==> src/rtl/hbm_back_packer.sv <==
// rtl/hbm_back_packer.sv - packs 32-bit result words into 512-bit send-back lines
module hbm_back_packer #(
    parameter int WORD_W = 32,
    parameter int LINE_W = 512
) (
    input  logic              hbm_clk,
    input  logic              hbm_aresetn,
    input  logic              start,
    input  logic [31:0]       word_count,
    input  logic [WORD_W-1:0] s_data,
    input  logic              s_valid,
    output logic              s_ready,
    input  logic              almost_full,
    output logic [LINE_W-1:0] back_data,
    output logic              back_valid,
    output logic [31:0]       byte_length,
    output logic              busy,
    output logic              done
);

    localparam int WORDS_PER_LINE = LINE_W / WORD_W;
    localparam int IDX_W          = $clog2(WORDS_PER_LINE);
    localparam int LINE_BYTES_LG  = $clog2(LINE_W / 8);

    typedef enum logic [1:0] {
        ST_IDLE = 2'd0,
        ST_PACK = 2'd1,
        ST_DONE = 2'd2
    } state_t;

    state_t             state;
    logic [IDX_W-1:0]   word_idx;
    logic [31:0]        remaining;
    logic [LINE_W-1:0]  line_reg;
    logic [LINE_W-1:0]  line_next;
    logic [31:0]        line_cnt;
    logic               accept;
    logic               last_word;
    logic               emit;

    // Words flow only while packing and the send-back FIFO has room.
    assign s_ready   = (state == ST_PACK) && !almost_full;
    assign accept    = s_valid && s_ready;
    assign last_word = (remaining == 32'd1);
    assign emit      = accept && ((word_idx == IDX_W'(WORDS_PER_LINE - 1)) || last_word);
    assign line_cnt  = (word_count + 32'(WORDS_PER_LINE - 1)) >> IDX_W;

    // Current line with the incoming word merged into its slot.
    always_comb begin
        line_next = line_reg;
        line_next[word_idx*WORD_W +: WORD_W] = s_data;
    end

    // Job FSM, slot filling and line emission.
    always_ff @(posedge hbm_clk or negedge hbm_aresetn) begin
        if (!hbm_aresetn) begin
            state       <= ST_IDLE;
            word_idx    <= '0;
            remaining   <= '0;
            line_reg    <= '0;
            back_data   <= '0;
            back_valid  <= 1'b0;
            byte_length <= '0;
            busy        <= 1'b0;
            done        <= 1'b0;
        end else begin
            back_valid <= 1'b0;
            done       <= 1'b0;
            case (state)
                ST_IDLE: begin
                    if (start) begin
                        remaining   <= word_count;
                        byte_length <= line_cnt << LINE_BYTES_LG;
                        word_idx    <= '0;
                        line_reg    <= '0;
                        busy        <= 1'b1;
                        state       <= (word_count == 32'd0) ? ST_DONE : ST_PACK;
                    end
                end
                ST_PACK: begin
                    if (accept) begin
                        remaining <= remaining - 32'd1;
                        word_idx  <= word_idx + 1'b1;
                        if (emit) begin
                            back_data  <= line_next;
                            back_valid <= 1'b1;
                            line_reg   <= '0;
                        end else begin
                            line_reg <= line_next;
                        end
                        if (last_word) begin
                            state <= ST_DONE;
                        end
                    end
                end
                ST_DONE: begin
                    busy  <= 1'b0;
                    done  <= 1'b1;
                    state <= ST_IDLE;
                end
                default: begin
                    busy  <= 1'b0;
                    state <= ST_IDLE;
                end
            endcase
        end
    end

endmodule
==> config.mk <==
export PLATFORM = sky130hd
export DESIGN_NAME = hbm_back_packer
export DESIGN_NICKNAME = d
export VERILOG_FILES = /design/src/rtl/hbm_back_packer.sv
export SDC_FILE = /design/constraint.sdc
export NUM_CORES = 2
export LEC_CHECK = 0
export BUFFER_PORTS_ARGS = -buffer_cell sky130_fd_sc_hd__buf_2
export CORE_MARGIN = 2
export CORE_UTILIZATION = 58
export CTS_BUF_LIST = sky130_fd_sc_hd__clkbuf_16
export CTS_CLUSTER_SIZE = 20
export DETAILED_ROUTE_END_ITERATION = 12
export PLACE_DENSITY = 0.89
export SLEW_MARGIN = 20
export SYNTH_ARGS = -nofsm -noshare
export SYNTH_HDL_FRONTEND = slang
export SYNTH_SLANG_ARGS = --single-unit
==> constraint.sdc <==
create_clock -name hbm_clk -period 3.45 [get_ports hbm_clk]
set_clock_uncertainty 0.1 [all_clocks]
set_input_delay 0.345 -clock hbm_clk [delete_from_list [all_inputs] [get_ports hbm_clk]]
set_output_delay 0.345 -clock hbm_clk [all_outputs]
set_load 0.02 [all_outputs]
* After elaboration in Yosys (flattened, before gate mapping)
Index checks and enable logic that the tools add are counted.
** Operators by class
- Add/sub/neg operators :: 4
- Equal/unequal tests :: 7
- Shift operators :: 2
- Mux-type cells :: 22
- Bitwise logic cells :: 1
- Reduce and logical (&&, ||, !) cells :: 13
** Operators with widths (count)
- 512-bit two-way mux :: 3
- 512-bit case mux with 2 select lines :: 1
- 512-bit bitwise mux :: 1
- 32-bit by 34-bit variable shift with 512-bit output, first input constant :: 1
- 32-bit by 34-bit variable part select with 512-bit output :: 1
- 32-bit two-way mux :: 2
- 32-bit case mux with 2 select lines :: 1
- 9-bit negation with 34-bit output :: 1
- 32-bit by 1-bit equality test with 1-bit output, second input constant :: 1
- 32-bit zero test :: 1
- 32-bit by 1-bit subtractor with 32-bit output, second input constant :: 1
- 30-bit by 4-bit adder with 30-bit output, second input constant :: 1
- 3-bit AND reduction :: 3
- 2-bit two-way mux :: 4
- 4-bit two-way mux :: 2
- 4-bit case mux with 2 select lines :: 1
- 2-bit inequality test, second input constant :: 3
- 1-bit two-way mux :: 5
- 4-bit by 1-bit adder with 4-bit output, second input constant :: 1
- 4-bit equality test, second input constant :: 1
- 2-bit case mux with 2 select lines :: 1
- 2-bit AND reduction :: 2
- 1-bit logical AND :: 3
- 2-bit by 1-bit equality test with 1-bit output, second input constant :: 1
- other kinds (7) :: 7
** Word-level totals
- Bits in registers :: 1091
- Output and inout port bits :: 548
- Word-level logic and storage cells :: 58

* Longest topological paths before layout
- Word-level depth :: 7
- Depth in mapped cells :: 12
- Gate-level depth less buffers :: 7

* Least setup slack after synthesis
No wires, ideal clock.
- Kind :: reg-to-reg
- From :: register word_idx[0]
- To :: register back_data[12]
- Setup time :: 0.126 ns
- Arrival time :: 2.617 ns
- Setup slack :: 0.607 ns
- Stages on the path, launching flop included :: 11
- Buffers on the path :: 3
- Period minus slack after synthesis :: 2.843 ns
- Cell sequence :: dfrtp_1 > clkbuf_1 > inv_1 > ha_1 > clkbuf_1 > nor2_1 > nand4b_1 > nor2_1 > clkbuf_1 > mux2i_1 > a21oi_1
** Between the ends
- Longest elaborated chain between the ends :: 4
- Elaborated cells between the ends (all ways) :: 8
** RTL lines
- start, declared :: RTL line 32 : logic [IDX_W-1:0] word_idx;
- start signal, assigned :: RTL line 83 : word_idx <= word_idx + 1'b1;
- branches (longest 4 deep; another with 9-bit negation with 34-bit output)
- end signal, assigned :: RTL line 85 : back_data <= line_next;
- end, declared :: RTL line 14 : output logic [LINE_W-1:0] back_data,
Parallel ways; which one is timed is not known.
A chain may end at the register's enable or synchronous reset.

* Worst setup path after layout
- From :: register word_idx[0]
- To :: register back_data[73]
Same word-level chain as after synthesis.

==> impl_metrics.env <==
export IMPL_ys_warn_count=0
export IMPL_slowest_delay_ns=0.57
export IMPL_synth_area_top_cells="dfrtp_1 58%, a21oi_1 6.8%, o2bb2ai_1 6.0%, nor3_1 5.3%, nand2_1 2.9%"
export IMPL_rsz0062_at_grt="false"
export IMPL_drv_slew=0
export IMPL_dp_hpwl_mm=102.3
export IMPL_period_share=0.9322
export IMPL_min_period_ns=3.216
export IMPL_worstSkewPairLatency_ns=0.68
export IMPL_slew_headroom=0.3385
export IMPL_crit_path_top_delay_cell="dfrtp_1"
export IMPL_place_gp_congestion=0.9108
export IMPL_critPathArrivalTime_ns=3.68
export IMPL_finalHoldViolCount=0
export IMPL_core_area_um2=80550
export IMPL_antenna_found_initial=13
export IMPL_grt_overflow_total=0
export IMPL_wire_per_inst_um=26.20
export IMPL_cpLargestDelayFamily="simple AND/OR/NAND/NOR gates"
export IMPL_seq_area_frac_synth=0.5781
export IMPL_h_tree_depth=3
export IMPL_cp_max_fo=30
export IMPL_dr_pass1_iters=6
export IMPL_path_clk_slew_ns=0.06
export IMPL_final_nets=5223
export IMPL_synth_edf_count=0
export IMPL_tightest_slew_ns=0.9890
export IMPL_vias=42370
export IMPL_yosys_area_top_type_share=0.5781
export IMPL_port_buffers=610
export IMPL_drt_wl_total_mm=165.0
export IMPL_async_flop_share=1.000
export IMPL_cap_violations=0
export IMPL_drc=0
export IMPL_drt_first_iter_violations=5098
export IMPL_grt_pass1_vias=41100
export IMPL_crit_path_start_kind="register"
export IMPL_required_ns=3.92
export IMPL_power_leakage_uw=0.02546
export IMPL_syn_area_per_cell_um2=10.02
export IMPL_fill_cells=5538
export IMPL_io_pins=617
export IMPL_crit_path_end_kind="register"
export IMPL_ant_nets=0
export IMPL_start_util=0.5863
export IMPL_path_cells="inv_1, ha_1, nor2b_4, buf_4, nand3_1, or2_2, a31oi_1"
export IMPL_cts_tree="built"
export IMPL_fmax_mhz=310.9
export IMPL_mappedNetlistArea_um2=47230
export IMPL_vdd_ir_drop_max_v=0.0004551
export IMPL_synth_most_common_cell="dfrtp_1"
export IMPL_synth_seq_cells=1091
export IMPL_drive_above_1_share=0.2101
export IMPL_powerDensity_nw_per_um2=623.8
export IMPL_grtUsageMet2=0.5652
export IMPL_dieArea_um2=83720
export IMPL_grt_start_max_net_pins=134
export IMPL_use_met1=0.5021
export IMPL_setup_tns_ns=0
export IMPL_die_w_um=289.4
export IMPL_post_synth_top_area_cell="dfrtp_1"
export IMPL_met3_usage=0.1254
export IMPL_synth_distinct_cells=62
export IMPL_whs_ns=0.04163
export IMPL_status="complete, no violations"
export IMPL_grt_usage=0.3900
export IMPL_synth_top_flop_cell="dfrtp_1"
export IMPL_syn_to_final_growth_pct=16.60
export IMPL_clock_path_buffers=3
export IMPL_rows=104
export IMPL_cts_buffers=105
export IMPL_die_y_um=289.4
export IMPL_grt_pass1_wl_mm=249.0
export IMPL_root_buffer="clkbuf_16"
export IMPL_clock_sinks=1091
export IMPL_syn_inst=4711
export IMPL_worstSetupPathType="reg2reg"
export IMPL_gr_max_usage_layer="met2"
export IMPL_vias_per_cell=6.726
export IMPL_setup_viol=0
export IMPL_crit_buf_inv=2
export IMPL_hp_class="in2reg"
export IMPL_synth_common_cells="1091 x dfrtp_1, 638 x a21oi_1, 500 x nor3_1"
[what timing repair did]
action,in CTS,in global routing
gates resized for setup,0,1
endpoints found under the setup margin,0,1
buffers inserted,0,0
endpoints found under the hold margin,104,0
hold buffers,34,0
[final cells by class]
| cell class | count | area (µm²) | share of cell area |
|---|---|---|---|
| clock inverter | 84 | 625.6 | 0.01136 |
| tap | 1060 | 1326 | 0.02409 |
| sequential | 1091 | 27300 | 0.4958 |
| inverter | 105 | 394.1 | 0.007158 |
| antenna | 7 | 17.52 | 0.0003181 |
| timing repair buffer | 794 | 5055 | 0.09180 |
| multi-input combinational | 3052 | 17690 | 0.3213 |
| clock buffer | 106 | 2653 | 0.04817 |
[tightest hold or removal path: stages]
cell and delay, ns:
buf_2 0.13, nand2b_1 0.08, a2bb2oi_1 0.15, nor2_1 0.05
[metrics by stage]
step | setup slack (ns) | util | cells | cell area, µm² | total power [µW]
finish | 0.2339 | 0.6836 | 6299 | 55060 | 34350
global route | 0.07169 | 0.6835 | 6294 | 55050 | 35490
CTS | 0.2429 | 0.6833 | 6292 | 55040 | 34120
detailed placement | 0.3262 | 0.6384 | 6068 | 51420 | 22970
global placement | 0.4120 | 0.6383 | 6068 | 51420 | 22680
floorplan | 0.6072 | - | 4716 | 47250 | 19630
[path summary, 6_finish.rpt]
check,start,endpoint,slack (ns),depth (start not counted)
max,word_idx[0]$_DFFE_PN0P_,back_data[73]$_DFFE_PN0P_,0.23,7
max reg2reg,word_idx[0]$_DFFE_PN0P_,back_data[73]$_DFFE_PN0P_,0.23,7
min in group asynchronous,hbm_aresetn,back_data[46]$_DFFE_PN0P_,0.21,2
min reg2reg,byte_length[9]$_DFFE_PN0P_,byte_length[9]$_DFFE_PN0P_,0.39,2
max in group asynchronous,hbm_aresetn,line_reg[84]$_DFFE_PN0P_,1.82,3
min,start,state[0]$_DFFE_PN0P_,0.04,4
[cell usage in the layout, fill, tap and decap left out, drive strengths merged, types with 20 or more instances in the layout]
cell | netlist | final
o2bb2ai | 326 | 326
mux2 | 26 | 26
dlygate4sd3 | 0 | 34
nand2 | 371 | 371
nand3 | 88 | 88
clkbuf | 272 | 106
or3 | 20 | 20
mux2i | 38 | 38
a21oi | 638 | 638
inv | 105 | 130
nor3 | 503 | 503
o21ai | 76 | 76
a31oi | 158 | 158
o22ai | 96 | 96
clkinv | 0 | 48
xor2 | 21 | 21
a22o | 90 | 90
buf | 196 | 760
or2 | 126 | 126
dfrtp | 1091 | 1091
nor2 | 324 | 324
[cell families (layout without fill, tap and decap cells)]
family,count (synthesis),after routing,share of synthesized area
adders and majority gates,5,5,0.001325
other,1,13,0.00007940
buffers and inverters,573,1089,0.05309
AOI/OAI and AO/OA,1441,1441,0.1986
and+or+nand+nor,1508,1508,0.1494
muxes,64,64,0.01425
xor gates and xnor gates,28,28,0.005193
DFF,1091,1091,0.5781
[where the power goes]
part | switching, µW | internal [µW] | total [µW]
clock network | 5060 | 6160 | 11200
logic | 5950 | 2260 | 8210
registers | 941 | 14000 | 14900
total | 12000 | 22400 | 34300
[per-layer routing]
metal | routed length (µm) | part of all wire
met5 | 73 | 0.00044
met4 | 12520 | 0.076
met3 | 21350 | 0.13
met2 | 72780 | 0.44
met1 | 58310 | 0.35
(Power assumes the default switching activity.)
